===== src/rtl/plab4_net_router_alt_pkg.sv =====
// plab4_net_router_alt_pkg: message layout, port indices and route helper for the ring router
package plab4_net_router_alt_pkg;
  localparam int PAYLOAD_NBITS = 32;
  localparam int OPAQUE_NBITS = 3;
  localparam int SRCDEST_NBITS = 3;
  localparam int MSG_NBITS = PAYLOAD_NBITS + OPAQUE_NBITS + 2 * SRCDEST_NBITS;
  localparam int PAYLOAD_LSB = 0;
  localparam int OPAQUE_LSB = PAYLOAD_LSB + PAYLOAD_NBITS;
  localparam int SRC_LSB = OPAQUE_LSB + OPAQUE_NBITS;
  localparam int DEST_LSB = SRC_LSB + SRCDEST_NBITS;
  localparam logic [1:0] PORT_CCW = 2'd0;
  localparam logic [1:0] PORT_TERM = 2'd1;
  localparam logic [1:0] PORT_CW = 2'd2;
  typedef struct packed {
    logic [SRCDEST_NBITS-1:0] dest;
    logic [SRCDEST_NBITS-1:0] src;
    logic [OPAQUE_NBITS-1:0] opaque;
    logic [PAYLOAD_NBITS-1:0] payload;
  } net_msg_t;
  // minimal-hop direction; the half-ring tie goes clockwise
  function automatic logic [1:0] route_of(int dest, int id, int n);
    int d;
    d = (dest - id + n) % n;
    return d == 0 ? PORT_TERM : 2 * d <= n ? PORT_CW : PORT_CCW;
  endfunction
endpackage


===== src/rtl/plab4_net_router_alt_if.sv =====
// plab4_net_router_alt_if: val/rdy message link between routers and terminals
interface plab4_net_router_alt_if
  import plab4_net_router_alt_pkg::*;
#(
  parameter int W = MSG_NBITS
);
  logic val;
  logic rdy;
  logic [W-1:0] msg;
  modport master(output val, output msg, input rdy);
  modport slave(input val, input msg, output rdy);
endinterface


===== src/rtl/plab4_net_router_alt_arb.sv =====
// net_round_robin_arb: 3-requester round-robin arbiter, pointer advances past a fired winner
module net_round_robin_arb (
  input  logic clk,
  input  logic reset,
  input  logic [2:0] req,
  input  logic en,
  output logic [2:0] grant
);
  logic [1:0] ptr;
  logic [2:0] r, g;
  // rotate so bit 0 is the highest-priority requester, pick, rotate back
  assign r = ptr == 2'd1 ? {req[0], req[2], req[1]} : ptr == 2'd2 ? {req[1], req[0], req[2]} : req;
  assign g = r[0] ? 3'b001 : r[1] ? 3'b010 : r[2] ? 3'b100 : 3'b000;
  assign grant = ptr == 2'd1 ? {g[1], g[0], g[2]} : ptr == 2'd2 ? {g[0], g[2], g[1]} : g;
  always_ff @(posedge clk or negedge reset)
    if (!reset) ptr <= 2'd0;
    else if (en && |grant) ptr <= grant[0] ? 2'd1 : grant[1] ? 2'd2 : 2'd0;
endmodule


===== src/rtl/plab4_net_router_alt_input_queue.sv =====
// net_router_input_queue: 2-entry val/rdy FIFO without bypass
module net_router_input_queue #(
  parameter int W = 41
) (
  input  logic clk,
  input  logic reset,
  input  logic enq_val,
  output logic enq_rdy,
  input  logic [W-1:0] enq_msg,
  output logic deq_val,
  input  logic deq_rdy,
  output logic [W-1:0] deq_msg
);
  logic [W-1:0] mem [2];
  logic head, tail, enq, deq;
  logic [1:0] count;
  assign enq_rdy = reset && count != 2'd2;
  assign deq_val = count != 2'd0;
  assign deq_msg = mem[head];
  assign enq = enq_val && enq_rdy;
  assign deq = deq_val && deq_rdy;
  always_ff @(posedge clk)
    if (enq) mem[tail] <= enq_msg;
  always_ff @(posedge clk or negedge reset)
    if (!reset) begin
      head <= 1'b0;
      tail <= 1'b0;
      count <= 2'd0;
    end else begin
      if (enq) tail <= ~tail;
      if (deq) head <= ~head;
      count <= count + {1'b0, enq} - {1'b0, deq};
    end
endmodule


===== src/rtl/plab4_net_router_alt.sv =====
// plab4_net_router_alt: three-port ring router with per-input queues and per-output round-robin arbitration
module plab4_net_router_alt
  import plab4_net_router_alt_pkg::*;
#(
  parameter int p_payload_nbits = PAYLOAD_NBITS,
  parameter int p_opaque_nbits = OPAQUE_NBITS,
  parameter int p_srcdest_nbits = SRCDEST_NBITS,
  parameter int p_router_id = 0,
  parameter int p_num_routers = 8
) (
  input  logic clk,
  input  logic reset,
  plab4_net_router_alt_if.slave in0,
  plab4_net_router_alt_if.slave in1,
  plab4_net_router_alt_if.slave in2,
  plab4_net_router_alt_if.master out0,
  plab4_net_router_alt_if.master out1,
  plab4_net_router_alt_if.master out2,
  output logic out0_rdy_0,
  output logic out0_rdy_1,
  output logic out0_rdy_2,
  output logic out0_rdy_3,
  output logic out2_rdy_0,
  output logic out2_rdy_1,
  output logic out2_rdy_2,
  output logic out2_rdy_3
);
  localparam int M = p_payload_nbits + p_opaque_nbits + 2 * p_srcdest_nbits;
  logic [2:0] in_val, in_rdy, head_val, deq, out_val, out_rdy;
  logic [M-1:0] in_msg [3];
  logic [M-1:0] head [3];
  logic [M-1:0] out_msg [3];
  logic [1:0] route [3];
  logic [2:0] req [3];
  logic [2:0] grant [3];
  assign in_val = {in2.val, in1.val, in0.val};
  assign in_msg[0] = in0.msg;
  assign in_msg[1] = in1.msg;
  assign in_msg[2] = in2.msg;
  assign in0.rdy = in_rdy[0];
  assign in1.rdy = in_rdy[1];
  assign in2.rdy = in_rdy[2];
  assign out_rdy = {out2.rdy, out1.rdy, out0.rdy};
  assign out0.val = out_val[0];
  assign out1.val = out_val[1];
  assign out2.val = out_val[2];
  assign out0.msg = out_msg[0];
  assign out1.msg = out_msg[1];
  assign out2.msg = out_msg[2];
  for (genvar i = 0; i < 3; i++) begin : g_port
    net_router_input_queue #(.W(M)) u_queue (
      .clk(clk), .reset(reset),
      .enq_val(in_val[i]), .enq_rdy(in_rdy[i]), .enq_msg(in_msg[i]),
      .deq_val(head_val[i]), .deq_rdy(deq[i]), .deq_msg(head[i])
    );
    assign route[i] = route_of(int'(head[i][M-1 -: p_srcdest_nbits]), p_router_id, p_num_routers);
    net_round_robin_arb u_arb (
      .clk(clk), .reset(reset), .req(req[i]), .en(out_rdy[i]), .grant(grant[i])
    );
  end
  always_comb
    for (int x = 0; x < 3; x++)
      for (int k = 0; k < 3; k++)
        req[x][k] = head_val[k] && route[k] == 2'(x);
  // each head requests exactly one output, so at most one grant can dequeue it
  always_comb begin
    deq = '0;
    for (int x = 0; x < 3; x++) begin
      out_val[x] = |grant[x];
      out_msg[x] = grant[x][1] ? head[1] : grant[x][2] ? head[2] : head[0];
      deq = deq | (grant[x] & {3{out_rdy[x]}});
    end
  end
  assign out0_rdy_0 = grant[0][0] && out_rdy[0];
  assign out0_rdy_1 = grant[0][1] && out_rdy[0];
  assign out0_rdy_2 = grant[0][2] && out_rdy[0];
  assign out0_rdy_3 = out_val[0] && out_rdy[0];
  assign out2_rdy_0 = grant[2][0] && out_rdy[2];
  assign out2_rdy_1 = grant[2][1] && out_rdy[2];
  assign out2_rdy_2 = grant[2][2] && out_rdy[2];
  assign out2_rdy_3 = out_val[2] && out_rdy[2];
endmodule


===== src/flat_wrapper.sv =====
// flat-port wrapper written by rule: the top's interface ports become plain ports
module plab4_net_router_alt_flat import plab4_net_router_alt_pkg::*;
#(
  parameter int p_payload_nbits = PAYLOAD_NBITS,
  parameter int p_opaque_nbits = OPAQUE_NBITS,
  parameter int p_srcdest_nbits = SRCDEST_NBITS,
  parameter int p_router_id = 0,
  parameter int p_num_routers = 8
)
  (clk, reset, out0_rdy_0, out0_rdy_1, out0_rdy_2, out0_rdy_3, out2_rdy_0, out2_rdy_1, out2_rdy_2, out2_rdy_3, in0_val, in0_msg, in0_rdy, in1_val, in1_msg, in1_rdy, in2_val, in2_msg, in2_rdy, out0_val, out0_msg, out0_rdy, out1_val, out1_msg, out1_rdy, out2_val, out2_msg, out2_rdy);
  plab4_net_router_alt_if in0_i ();
  plab4_net_router_alt_if in1_i ();
  plab4_net_router_alt_if in2_i ();
  plab4_net_router_alt_if out0_i ();
  plab4_net_router_alt_if out1_i ();
  plab4_net_router_alt_if out2_i ();
  input  logic clk;
  input  logic reset;
  output logic out0_rdy_0;
  output logic out0_rdy_1;
  output logic out0_rdy_2;
  output logic out0_rdy_3;
  output logic out2_rdy_0;
  output logic out2_rdy_1;
  output logic out2_rdy_2;
  output logic out2_rdy_3;
  input wire logic [$bits(in0_i.val)-1:0] in0_val;
  input wire logic [$bits(in0_i.msg)-1:0] in0_msg;
  output wire logic [$bits(in0_i.rdy)-1:0] in0_rdy;
  input wire logic [$bits(in1_i.val)-1:0] in1_val;
  input wire logic [$bits(in1_i.msg)-1:0] in1_msg;
  output wire logic [$bits(in1_i.rdy)-1:0] in1_rdy;
  input wire logic [$bits(in2_i.val)-1:0] in2_val;
  input wire logic [$bits(in2_i.msg)-1:0] in2_msg;
  output wire logic [$bits(in2_i.rdy)-1:0] in2_rdy;
  output wire logic [$bits(out0_i.val)-1:0] out0_val;
  output wire logic [$bits(out0_i.msg)-1:0] out0_msg;
  input wire logic [$bits(out0_i.rdy)-1:0] out0_rdy;
  output wire logic [$bits(out1_i.val)-1:0] out1_val;
  output wire logic [$bits(out1_i.msg)-1:0] out1_msg;
  input wire logic [$bits(out1_i.rdy)-1:0] out1_rdy;
  output wire logic [$bits(out2_i.val)-1:0] out2_val;
  output wire logic [$bits(out2_i.msg)-1:0] out2_msg;
  input wire logic [$bits(out2_i.rdy)-1:0] out2_rdy;
  assign in0_i.val = in0_val;
  assign in0_i.msg = in0_msg;
  assign in0_rdy = in0_i.rdy;
  assign in1_i.val = in1_val;
  assign in1_i.msg = in1_msg;
  assign in1_rdy = in1_i.rdy;
  assign in2_i.val = in2_val;
  assign in2_i.msg = in2_msg;
  assign in2_rdy = in2_i.rdy;
  assign out0_val = out0_i.val;
  assign out0_msg = out0_i.msg;
  assign out0_i.rdy = out0_rdy;
  assign out1_val = out1_i.val;
  assign out1_msg = out1_i.msg;
  assign out1_i.rdy = out1_rdy;
  assign out2_val = out2_i.val;
  assign out2_msg = out2_i.msg;
  assign out2_i.rdy = out2_rdy;
  plab4_net_router_alt #(.p_payload_nbits(p_payload_nbits), .p_opaque_nbits(p_opaque_nbits), .p_srcdest_nbits(p_srcdest_nbits), .p_router_id(p_router_id), .p_num_routers(p_num_routers)) u_core (.clk(clk), .reset(reset), .in0(in0_i), .in1(in1_i), .in2(in2_i), .out0(out0_i), .out1(out1_i), .out2(out2_i), .out0_rdy_0(out0_rdy_0), .out0_rdy_1(out0_rdy_1), .out0_rdy_2(out0_rdy_2), .out0_rdy_3(out0_rdy_3), .out2_rdy_0(out2_rdy_0), .out2_rdy_1(out2_rdy_1), .out2_rdy_2(out2_rdy_2), .out2_rdy_3(out2_rdy_3));
endmodule

===== config.mk =====
export PLATFORM = sky130hd
export DESIGN_NAME = plab4_net_router_alt_flat
export DESIGN_NICKNAME = d
export VERILOG_FILES = /design/src/rtl/plab4_net_router_alt_pkg.sv /design/src/rtl/plab4_net_router_alt_if.sv /design/src/rtl/plab4_net_router_alt_arb.sv /design/src/rtl/plab4_net_router_alt_input_queue.sv /design/src/rtl/plab4_net_router_alt.sv /design/src/flat_wrapper.sv
export SDC_FILE = /design/constraint.sdc
export NUM_CORES = 1
export LEC_CHECK = 0
export CORE_UTILIZATION = 55
export DETAILED_ROUTE_END_ITERATION = 10
export HOLD_SLACK_MARGIN = 0.03
export PLACE_DENSITY_LB_ADDON = 0.2
export SETUP_SLACK_MARGIN = 0.15
export SKIP_LAST_GASP = 1
export SYNTH_ARGS = -nofsm -noshare
export SYNTH_HDL_FRONTEND = slang
export SYNTH_SLANG_ARGS = --single-unit
export TNS_END_PERCENT = 5

===== constraint.sdc =====
create_clock -name clk -period 6.1 [get_ports clk]
set_clock_uncertainty 0.2 [all_clocks]
set_input_delay 1.83 -clock clk [delete_from_list [all_inputs] [get_ports clk]]
set_output_delay 1.83 -clock clk [all_outputs]
set_load 0.02 [all_outputs]

# [Word level (Yosys, flattened, before mapping)]
# Memories as Yosys holds them, arrays and structs flattened.
# Cells that the tools add are included.
[totals] regBits=18 latchBits=0 ramBits=246 romBits=0 inputBits=131 output_inout_bits=137 memories=3
[op_classes] addsub=9 mul=0 div=0 n_lt_le_gt_ge=3 n_eq_ne=15 shifts=0 n_mux=45 n_bitwise=14 n_reduce_logical=42
[mem_list] name="u_core.g_port[0].u_queue.mem" depth=2 width=41 rd=1 rd_clocked_by_memory_dff=0 wr=1 line="plab4_net_router_alt_input_queue.sv:14" text="logic [W-1:0] mem [2];"
[mem_list] name="u_core.g_port[1].u_queue.mem" depth=2 width=41 rd=1 rd_clocked_by_memory_dff=0 wr=1 line="plab4_net_router_alt_input_queue.sv:14"
[mem_list] name="u_core.g_port[2].u_queue.mem" depth=2 width=41 rd=1 rd_clocked_by_memory_dff=0 wr=1 line="plab4_net_router_alt_input_queue.sv:14"
[op_table] cell="41-bit two-way mux" n=6
[op_table] cell="32-bit zero test" n=3
[op_table] cell="3-bit two-way mux" n=21
[op_table] cell="1-bit logical AND" n=27
[op_table] cell="2-bit two-way mux" n=12
[op_table] cell="3-bit OR reduction" n=6
[op_table] cell="5-bit less-or-equal comparator, second input constant" n=3
[op_table] cell="2-bit by 1-bit equality test with 1-bit output, second input constant" n=6
[op_table] cell="2-bit equality test, second input constant" n=6
[op_table] cell="3-bit by 1-bit adder with 3-bit output, second input constant" n=3
[op_table] cell="3-bit AND" n=3
[op_table] cell="2-bit by 1-bit adder with 2-bit output" n=3
[op_table] cell="2-bit zero test" n=3
[op_table] cell="1-bit two-way mux" n=6
[op_table] cell="2-bit != test, second input constant" n=3
[op_table] cell="1-bit inverter" n=6
[op_table] cell="3-bit bitwise OR" n=2
[op_table] cell="2-bit nonzero test" n=3
[op_table] cell="2-bit by 1-bit subtractor with 2-bit output" n=3
[op_table] cell="1-bit AND, first input constant" n=3

# [Longest topological paths before layout]
# Gate-level depths: netlist of run 1.
# An unclocked memory read counts as a cell.
[depth] ltp_word=21 ltp_mapped=16

# [Cells and area by module]
# From an unflattened synthesis of run 1, not the netlist that was laid out.
[unflattened] cells_unflattened=971 hier_area_um2=13531.7
[by_module_without_submodules] mod="net_router_input_queue" n_inst=3 cells_per_inst=147 area_each_um2=3344.5
[by_module_without_submodules] mod="plab4_net_router_alt" n_inst=1 cells_per_inst=452 area_each_um2=2879.0
[by_module_without_submodules] mod="net_round_robin_arb" n_inst=3 cells_per_inst=26 area_each_um2=206.4

# [Worst setup path before layout of run 1]
# Ideal clock, no wire load.
[synth_path] path_kind="input port to flip-flop" startpoint="input reset" endpoint="memory u_core.g_port[0].u_queue.mem[0][0], enable pin" setup_ns=0.440 t_arrival_ns=4.416 t_required_ns=5.460 slack_ns=1.044 path_stages=3 path_buffers=0 cell_sequence="a21boi_0 -> nand2_1 -> nor2_1"
[synth_between] elab_chain_cells=4
[synth_rtl] item="start, declared" line="flat_wrapper.sv:18" text="input logic reset;"
[synth_rtl] item="1-bit logical AND" line="plab4_net_router_alt_input_queue.sv:17" text="assign enq_rdy = reset && count != 2'd2;"
[synth_rtl] item="1-bit logical AND" line="plab4_net_router_alt_input_queue.sv:20" text="assign enq = enq_val && enq_rdy;"
[synth_rtl] item="1-bit two-way mux" line="plab4_net_router_alt_input_queue.sv:23" text="if (enq) mem[tail] <= enq_msg;"
[synth_rtl] item="1-bit two-way mux (not written as such)" line="plab4_net_router_alt_input_queue.sv:23"
[synth_rtl] item="end, declared" line="plab4_net_router_alt_input_queue.sv:14"
# No other way between the ends.

# [Worst setup path after layout of run 1]
[layout_path] startpoint="register u_core.g_port[1].u_queue.head" endpoint="output out2_msg[39]"
[layout_between] elab_chain_cells=18 word_cells_on_any_way=19 classes_between="1 x add/sub; 1 x order compare; 1 x eq/ne; 11 x mux; 1 x bitwise; 3 x reduce/logical; 1 x memory"
[layout_rtl] item="start, declared" line="plab4_net_router_alt_input_queue.sv:15" text="logic head, tail, enq, deq;"
[layout_rtl] item="start signal, assigned" line="plab4_net_router_alt_input_queue.sv:31" text="if (deq) head <= ~head;"
[layout_rtl] item="memory 2 x 41 bit (*)"
[layout_rtl] item="3-bit by 1-bit adder with 3-bit output" line="plab4_net_router_alt_pkg.sv:23" text="d = (dest - id + n) % n;"
[layout_rtl] item="3-bit OR reduction (no source line)"
[layout_rtl] item="1-bit AND (no source line)"
[layout_rtl] item="5-bit less-or-equal comparator" line="plab4_net_router_alt_pkg.sv:24" text="return d == 0 ? PORT_TERM : 2 * d <= n ? PORT_CW : PORT_CCW;"
[layout_rtl] item="2-bit two-way mux (2 in series)" line="plab4_net_router_alt_pkg.sv:24"
[layout_rtl] item="2-bit equality test" line="plab4_net_router_alt.sv:64" text="req[x][k] = head_val[k] && route[k] == 2'(x);"
[layout_rtl] item="1-bit logical AND" line="plab4_net_router_alt.sv:64"
[layout_rtl] item="3-bit two-way mux (2 in series)" line="plab4_net_router_alt_arb.sv:12" text="assign r = ptr == 2'd1 ? {req[0], req[2], req[1]} : ptr == 2'd2 ? {req[1], req[0], req[2]} : req;"
[layout_rtl] item="3-bit two-way mux (3 in series)" line="plab4_net_router_alt_arb.sv:13" text="assign g = r[0] ? 3'b001 : r[1] ? 3'b010 : r[2] ? 3'b100 : 3'b000;"
[layout_rtl] item="3-bit two-way mux (2 in series)" line="plab4_net_router_alt_arb.sv:14" text="assign grant = ptr == 2'd1 ? {g[1], g[0], g[2]} : ptr == 2'd2 ? {g[0], g[2], g[1]} : g;"
[layout_rtl] item="41-bit two-way mux" line="plab4_net_router_alt.sv:70" text="out_msg[x] = grant[x][1] ? head[1] : grant[x][2] ? head[2] : head[0];"
[layout_rtl] item="41-bit two-way mux (*)" line="plab4_net_router_alt.sv:70"
[layout_rtl] item="end, declared" line="flat_wrapper.sv:43" text="output wire logic [$bits(out2_i.msg)-1:0] out2_msg;"
# Mark *: on every way between the ends. The rest lies on a longest branch, timed or not.

==> results of run 1 <==
[state kept, by name, indices dropped and copies added (netlist names)]
register / flops
u_core.g_port.u_queue.count: 6
u_core.g_port.u_queue.tail: 3
u_core.g_port.u_arb.ptr: 6
u_core.g_port.u_queue.head: 3
u_core.g_port.u_queue.mem: 246
[cell type report]
class / instances / area [um^2] / area share [%]
Sequential cell: 264 / 7840 / 48.1
Clock buffer: 39 / 813 / 4.99
Timing Repair Buffer: 292 / 2930 / 18.0
Multi-Input combinational cell: 596 / 4210 / 25.8
Inverter: 21 / 78.8 / 0.484
Tap cell: 280 / 350 / 2.15
Clock inverter: 10 / 76.3 / 0.468
Antenna cell: 2 / 5.00 / 0.0307
[power by group through the flow]
stage                     logic [mW]  clock network, mW  registers, mW
after global routing            6.99               1.73           2.46
after CTS                       6.59               1.66           2.43
after global placement          6.46                  0           2.46
after detailed placement        6.53                  0           2.47
after floorplan                 3.90                  0           2.40
final                           6.61               1.64           2.44
[final timing paths]
path | endpoint | slack, ps
max reg2reg | u_core.g_port[1].u_queue.count[1] | 2120
min | u_core.g_port[0].u_queue.tail | 350
min in group asynchronous | u_core.g_port[1].u_queue.count[1] | 1330
max | out2_msg[39] | 310
min reg2reg | u_core.g_port[0].u_queue.tail | 350
max in group asynchronous | u_core.g_port[0].u_queue.head | 3830
[layout by cell type (no fill, tap or decap), types with 21 or more instances in the layout]
| cell | count |
|---|---|
| clkbuf_16 | 29 |
| o22ai_1 | 41 |
| a21o_1 | 43 |
| mux2_2 | 44 |
| nand2_1 | 85 |
| o21ai_1 | 88 |
| inv_1 | 21 |
| clkdlybuf4s50_1 | 267 |
| edfxtp_1 | 246 |
| mux2i_1 | 79 |
| nor2_1 | 50 |
| o211ai_1 | 82 |
[layer usage]
layer	global-route usage, %	wire (um)
met1	37.6	13400
met2	47.2	15900
met3	5.06	2920
met4	12.0	1160
met5	0	0
[kinds of logic after synthesis]
| group | after synthesis | share of synthesized area [%] |
|---|---|---|
| AO/OA/AOI/OAI | 291 | 15.6 |
| flip-flops | 264 | 63.1 |
| AND/OR/NAND/NOR | 156 | 5.10 |
| multiplexers | 123 | 10.4 |
| buffers and inverters | 92 | 3.62 |
| XOR/XNOR | 14 | 0.987 |
| adder cells (fa/ha/maj) | 12 | 1.21 |
[through the flow]
stage | cells | total power, mW | hold WS (ps)
3_5_place_dp | 1453 | 8.99 | 339
3_3_place_gp | 1453 | 8.92 | 330
2_1_floorplan | 952 | 6.31 | 261
5_1_grt | 1504 | 11.2 | 375
4_1_cts | 1502 | 10.7 | 348
6_report | 1504 | 10.7 | 347
[critical path: stages, from the launching register on]
cell and delay [ps]:
dfrtp_2 430, mux2i_1 400, and2_1 220, ha_1 230, o21ai_1 330, a211o_4 550
o21ai_0 200, o22ai_1 210, clkdlybuf4s50_1 660
[what timing repair did]
item	4_1_cts	5_1_grt
endpoints found under the setup margin	3	2
endpoints found under the hold margin	0	0
hold buffers	0	0
resized for setup	1	1
==> metrics.yaml, run 1 <==
status: "finished, violations left"
violations: "DRC"
yosysMostFrequentCell: "edfxtp_1"
synthesis.area_mm2: 0.0124
io_pins: 268
p_per_area_mw_per_mm2: 656
p_comb_share_pct: 61.8
finalHoldViolCount: 0
hold_start: "u_core.g_port[0].u_queue.tail"
numCtsBuffers: 29
grt.total_usage_pct: 28.6
totalWireLength_mm: 33.4
yosys.area.top_type_share_pct: 59.5
clkSlewWorstSetupHoldPaths_ps: 60
grt_max_degree: 51
arrival_ps: 3760
ys.flop_type: "edfxtp_1"
reg2regPathDepth: 13
cp-start-kind: "flop"
p_clk_share_pct: 15.3
coreArea_mm2: 0.0220
synth_cell_type_count: 42
setup_tns_ps: 0
period_needed_ps: 5790
fp-row-count: 54
yosys.area.top_type: "edfxtp_1"
cts_root_buffer: "clkbuf_16"
grt_pass1_vias: 9165
ant_nets: 0
nNetsFinal: 1347
initial_core_util_pct: 56.6
ys_ff_latch: 264
antenna_found_initial: 2
slew_headroom_pct: 20.5
fin_ws_ps: 313
hp-class: "flop to flop"
cts_tree: "yes"
worstSetupEndpointType: "primary output"
finalMaxSlewViolations: 0
syn-mean-instance-area_um2: 13.0
routed_via_density: 6.09
fin_util_pct: 74.2
cts.sinks: 264
die_y_um: 152
layout-drive-gt1-share_pct: 10.8
synthTopCellsByArea: "edfxtp_1 59%, mux2i_1 6.4%, o211ai_1 5.0%"
fillCellCount: 1459
grt_pass1_wl_mm: 51.1
grt_overflow: 0
fin_area_mm2: 0.0163
synth-async-reset-ratio_pct: 6.82
p_int_mw: 6.11
p_leak_nw: 5.93
p_seq_share_pct: 22.8
worstPathMaxFanout: 45
postSynthCellCount: 952
clock_latency_ps: 530
place_hpwl_mm: 21.5
path_class: "flop to primary output"
worst_pin_slew_ps: 1190
ys_warn_count: 0
syn_to_final_growth_pct: 31.2
cts-htree-levels: 1
ir_worst_vdd_mv: 0.451
place_ws_ps: 502
switchingPower_mw: 4.58
gp_congestion: 0.924
required_ps: 4070
reg2reg_from: "u_core.g_port[1].u_queue.head"
swShare_pct: 42.8
drc: 13
seq_area_frac_synth_pct: 63.1
post_cts_buffers: 0
wl_per_cell_um: 22.2
min_path_cells: 1
fmax_ghz: 0.173
die_w_um: 152
layout_worst_path_cycle_share_pct: 94.9
synth_common_cells: "246 x edfxtp_1, 88 x o21ai_1, 85 x nand2_1"
worstSetupStartpoint: "u_core.g_port[1].u_queue.head"
io_buffers: 267
vias: 9163
drt_iter0_drc: 710
cts_buffer_depth: 3
syn_nets: 1095
drt_pass1_iterations: 8
rsz0062_at_grt: "no"
setup_violations: 0
placed_area_mm2: 0.0154
cap_viol_max_count: 0
dieArea_mm2: 0.0232
synth_edf_count: 246
No activity file was read; power rests on OpenSTA's default activity.
==> inputs of run 2 (changes only) <==
- CORE_UTILIZATION: 55 -> 56
- SYNTH_HIERARCHICAL: default -> 1
==> run 2 against run 1 <==
Effect of this change: the run now ends clean; non-clock buffer count up 5; largest cell class unchanged; count of clock-buffer cells in the layout down 2; utilization up 0.19 points; highest routed layer is now met5; sequential power about the same; largest power group unchanged; maximum frequency down 3.9%; flip-flop and latch count unchanged.
==> metrics.yaml, run 2 <==
routed_via_density: 5.73  # -5.9%
p_int_mw: 6.37  # +4.2%
cp_cell_sequence: "mux2_4, nor2_1, inv_1, ha_1, and2_1, a21oi_2, o21a_4, buf_12, mux2i_1, o21ai_0, clkdlybuf4s50_1"
numCtsBuffers: 28  # -3.4%
wl_met2_mm: 17.7  # +12%
rsz0062_at_grt: "yes"
met3WireLength_mm: 3.36  # +15%
place_hpwl_mm: 22.3  # +3.8%
seq_area_frac_synth_pct: 57.9  # -5.2 points
fmax_ghz: 0.166  # -3.9%
layout-drive-gt1-share_pct: 18.4  # +7.6 points
reg2reg_from: "u_core/g_port[2].u_queue/head"
placed_area_mm2: 0.0164  # +6.8%
highest_layer: "met5"
yosys.area.top_type: "edfxtp_1"
swShare_pct: 40.9  # -2.0 points
die_y_um: 157  # +3.4%
cts-htree-levels: 1  # unchanged
drc: 0  # -13
required_ps: 4070  # about the same
largest_reg_flops: 246  # unchanged
r2r_setup_slack_ps: 2270  # +150 ps
cp-endpoint: "out0_msg[9]"
ir_worst_vdd_mv: 0.450  # -0.26%
finalMaxSlewViolations: 0  # unchanged
fp-row-count: 56  # +3.7%
synthSimpleGateAreaFrac_pct: 6.98  # +1.9 points
ys.flop_type: "edfxtp_1"
synth_cell_type_count: 34  # -19%
antenna_found_initial: 3  # +1
grt_pass1_vias: 9100  # -0.71%
p_comb_share_pct: 60.8  # -1.0 points
synthTopCellsByArea: "edfxtp_1 55%, mux2_4 13%, mux2i_1 9.3%"
worstSetupEndpointType: "primary output"
synth_common_cells: "246 x edfxtp_1, 135 x nand2_1, 129 x o21ai_0"
crit_family: "compound AO/OA/AOI/OAI gates"
p_leak_nw: 6.36  # +7.2%
io_pins: 268  # unchanged
finalHoldViolCount: 0  # unchanged
layout_worst_path_cycle_share_pct: 98.7  # +3.9 points
cts_tree: "yes"
setup_violations: 0  # unchanged
synth-async-reset-ratio_pct: 6.82  # unchanged
switchingPower_mw: 4.40  # -3.9%
dieArea_mm2: 0.0248  # +6.9%
coreArea_mm2: 0.0236  # +7.5%
initial_core_util_pct: 57.3  # +0.74 points
setup_tns_ps: 0  # unchanged
status: "completed"
arrival_ps: 3990  # +230 ps
vias: 9083  # -0.87%
cts_root_buffer: "clkbuf_16"
ys_warn_count: 6  # +6
top_register: "u_core/g_port.u_queue/mem"
cts.sinks: 264  # unchanged
synth_top_family_by_area: "multiplexers"
p_seq_share_pct: 22.8  # about the same
clkSlewWorstSetupHoldPaths_ps: 60  # about the same
reg2regPathDepth: 14  # +1
period_needed_ps: 6020  # +236 ps
postSynthCellCount: 971  # +2.0%
final_cell_mix: "264 x clkdlybuf4s50_1, 246 x edfxtp_1, 134 x nand2_1"
wl_per_cell_um: 22.4  # +0.64%
nNetsFinal: 1385  # +2.8%
hold_start: "u_core/g_port[2].u_queue/count[1]"
synthesis.area_mm2: 0.0135  # +8.9%
ys_ff_latch: 264  # unchanged
yosysMostFrequentCell: "edfxtp_1"
final_common_cell: "clkdlybuf4s50_1"
worstSetupStartpoint: "u_core/g_port[1].u_queue/head"
place_ws_ps: 686  # +184 ps
syn_nets: 1114  # +1.7%
io_buffers: 267  # unchanged
cp.depth: 11  # +3
ant_nets: 0  # unchanged
path_buf_inv: 3  # +2
totalWireLength_mm: 35.4  # +6.1%
worstPathMaxFanout: 15  # -67%
die_w_um: 157  # +3.4%
synth_edf_count: 246  # unchanged
worst_pin_slew_ps: 948  # -245 ps
synth_xor_area_share_pct: 0.777  # -0.21 points
fin_area_mm2: 0.0176  # +7.8%
top_regs: "u_core/g_port.u_queue/mem (246), u_core/g_port.u_arb/ptr (6), u_core/g_port.u_queue/count (6)"
grt_pass1_wl_mm: 50.5  # -1.3%
gp_congestion: 0.791  # -14%
reg2reg_to: "u_core/g_port[1].u_queue/count[1]"
path_class: "flop to primary output"
clock_latency_ps: 530  # about the same
slowest_stage: "clkdlybuf4s50_1"
max_stage_delay_ps: 670  # about the same
wl_met1_mm: 13.5  # +0.23%
synth_compound_area_share_pct: 6.32  # -9.3 points
cp-start-kind: "flop"
cap_viol_max_count: 0  # unchanged
p_per_area_mw_per_mm2: 613  # -6.5%
synth.mux.area_fraction_pct: 22.8  # +12 points
fin_ws_ps: 76.3  # -236 ps
p_clk_share_pct: 16.4  # +1.1 points
syn-mean-instance-area_um2: 13.9  # +6.8%
yosys.area.top_type_share_pct: 54.6  # -4.9 points
cts_buffer_depth: 3  # unchanged
drt_pass1_iterations: 5  # -3
grt.total_usage_pct: 27.6  # -1.1 points
slew_headroom_pct: 36.8  # +16 points
grt_max_degree: 85  # +67%
synth_fa_ha_area_share_pct: 1.11  # -0.099 points
holdWs_ps: 310  # -36.8 ps
syn_to_final_growth_pct: 29.9
hp-class: "flop to flop"
grt_overflow: 0  # unchanged
drt_iter0_drc: 775  # +9.2%
==> run 2: final cells by class <==
class | count | area, um^2
clock inverters | 14 | 188
clock buffers | 37 | 776
fillers | 1527 | 6040
diodes | 3 | 7.51
well taps | 319 | 399
inverters | 18 | 67.6
repair buffers | 297 | 3010
multi-input cells | 633 | 5280
flip-flops and latches | 264 | 7850
==> run 2: kinds of logic (layout without fill, tap and decap cells) <==
| family | count (synthesis) | after routing |
|---|---|---|
| AOI/OAI and AO/OA | 159 | 163 |
| xor gates and xnor gates | 12 | 12 |
| adders and majority gates | 12 | 12 |
| buffers and inverters | 78 | 366 |
| DFF | 264 | 264 |
| muxes | 249 | 249 |
| other | 0 | 3 |
| and+or+nand+nor | 197 | 197 |
==> run 2: repair_timing <==
action / CTS / global route
hold buffers: 0 / 0
pin swaps: 0 / 1
cloned: 2 / 3
buffers inserted: 0 / 6
endpoints found under the setup margin: 2 / 113
hold endpoints to repair: 0 / 0
resized for setup: 2 / 9
==> run 2: power groups by stage <==
stage               combinational, mW  clock (mW)  sequential, mW
detailed placement               6.24           0            2.47
global route                     6.91        1.86            2.48
CTS                              6.37        1.79            2.45
floorplan                        3.95           0            2.40
finish                           6.55        1.76            2.45
global placement                 6.17           0            2.45
==> run 2: worst reg2reg max path, cell delays in order, from the launching register on <==
cell and delay, ps:
dfrtp_4 520, mux2_2 340, inv_1 80, ha_1 280, and2_1 350, a21oi_4 160, o211a_2 460, a222oi_1 360
inv_1 70, and2_4 150, ha_1 270, inv_1 40, ha_1 180, xnor2_1 160, xnor2_1 130
==> run 2: worst min path at each step <==
stage,endpoint,slack (ps),cells after the start
after detailed placement,u_core/g_port[2].u_queue/count[1],300,1
after global routing,u_core/g_port[1].u_queue/count[1],340,1
after floorplan,u_core/g_port[0].u_queue/tail,260,1
after global placement,u_core/g_port[0].u_queue/count[1],280,1
after CTS,u_core/g_port[2].u_queue/count[1],310,1
final,u_core/g_port[2].u_queue/count[1],310,1
==> run 2: stage by stage <==
stage               util, %  instances  power [mW]
global route           74.4       1584        11.3
global placement       69.6       1520        8.62
detailed placement     69.6       1520        8.72
floorplan                 -        971        6.35
CTS                    73.8       1573        10.6
finish                 74.4       1585        10.8
==> run 2: routing by layer <==
| layer | global-route usage (%) | vias up |
|---|---|---|
| li1 | - | 4142 |
| met1 | 32.6 | 4469 |
| met2 | 48.5 | 410 |
| met3 | 7.71 | 60 |
| met4 | 8.74 | 2 |
| met5 | 0 | - |
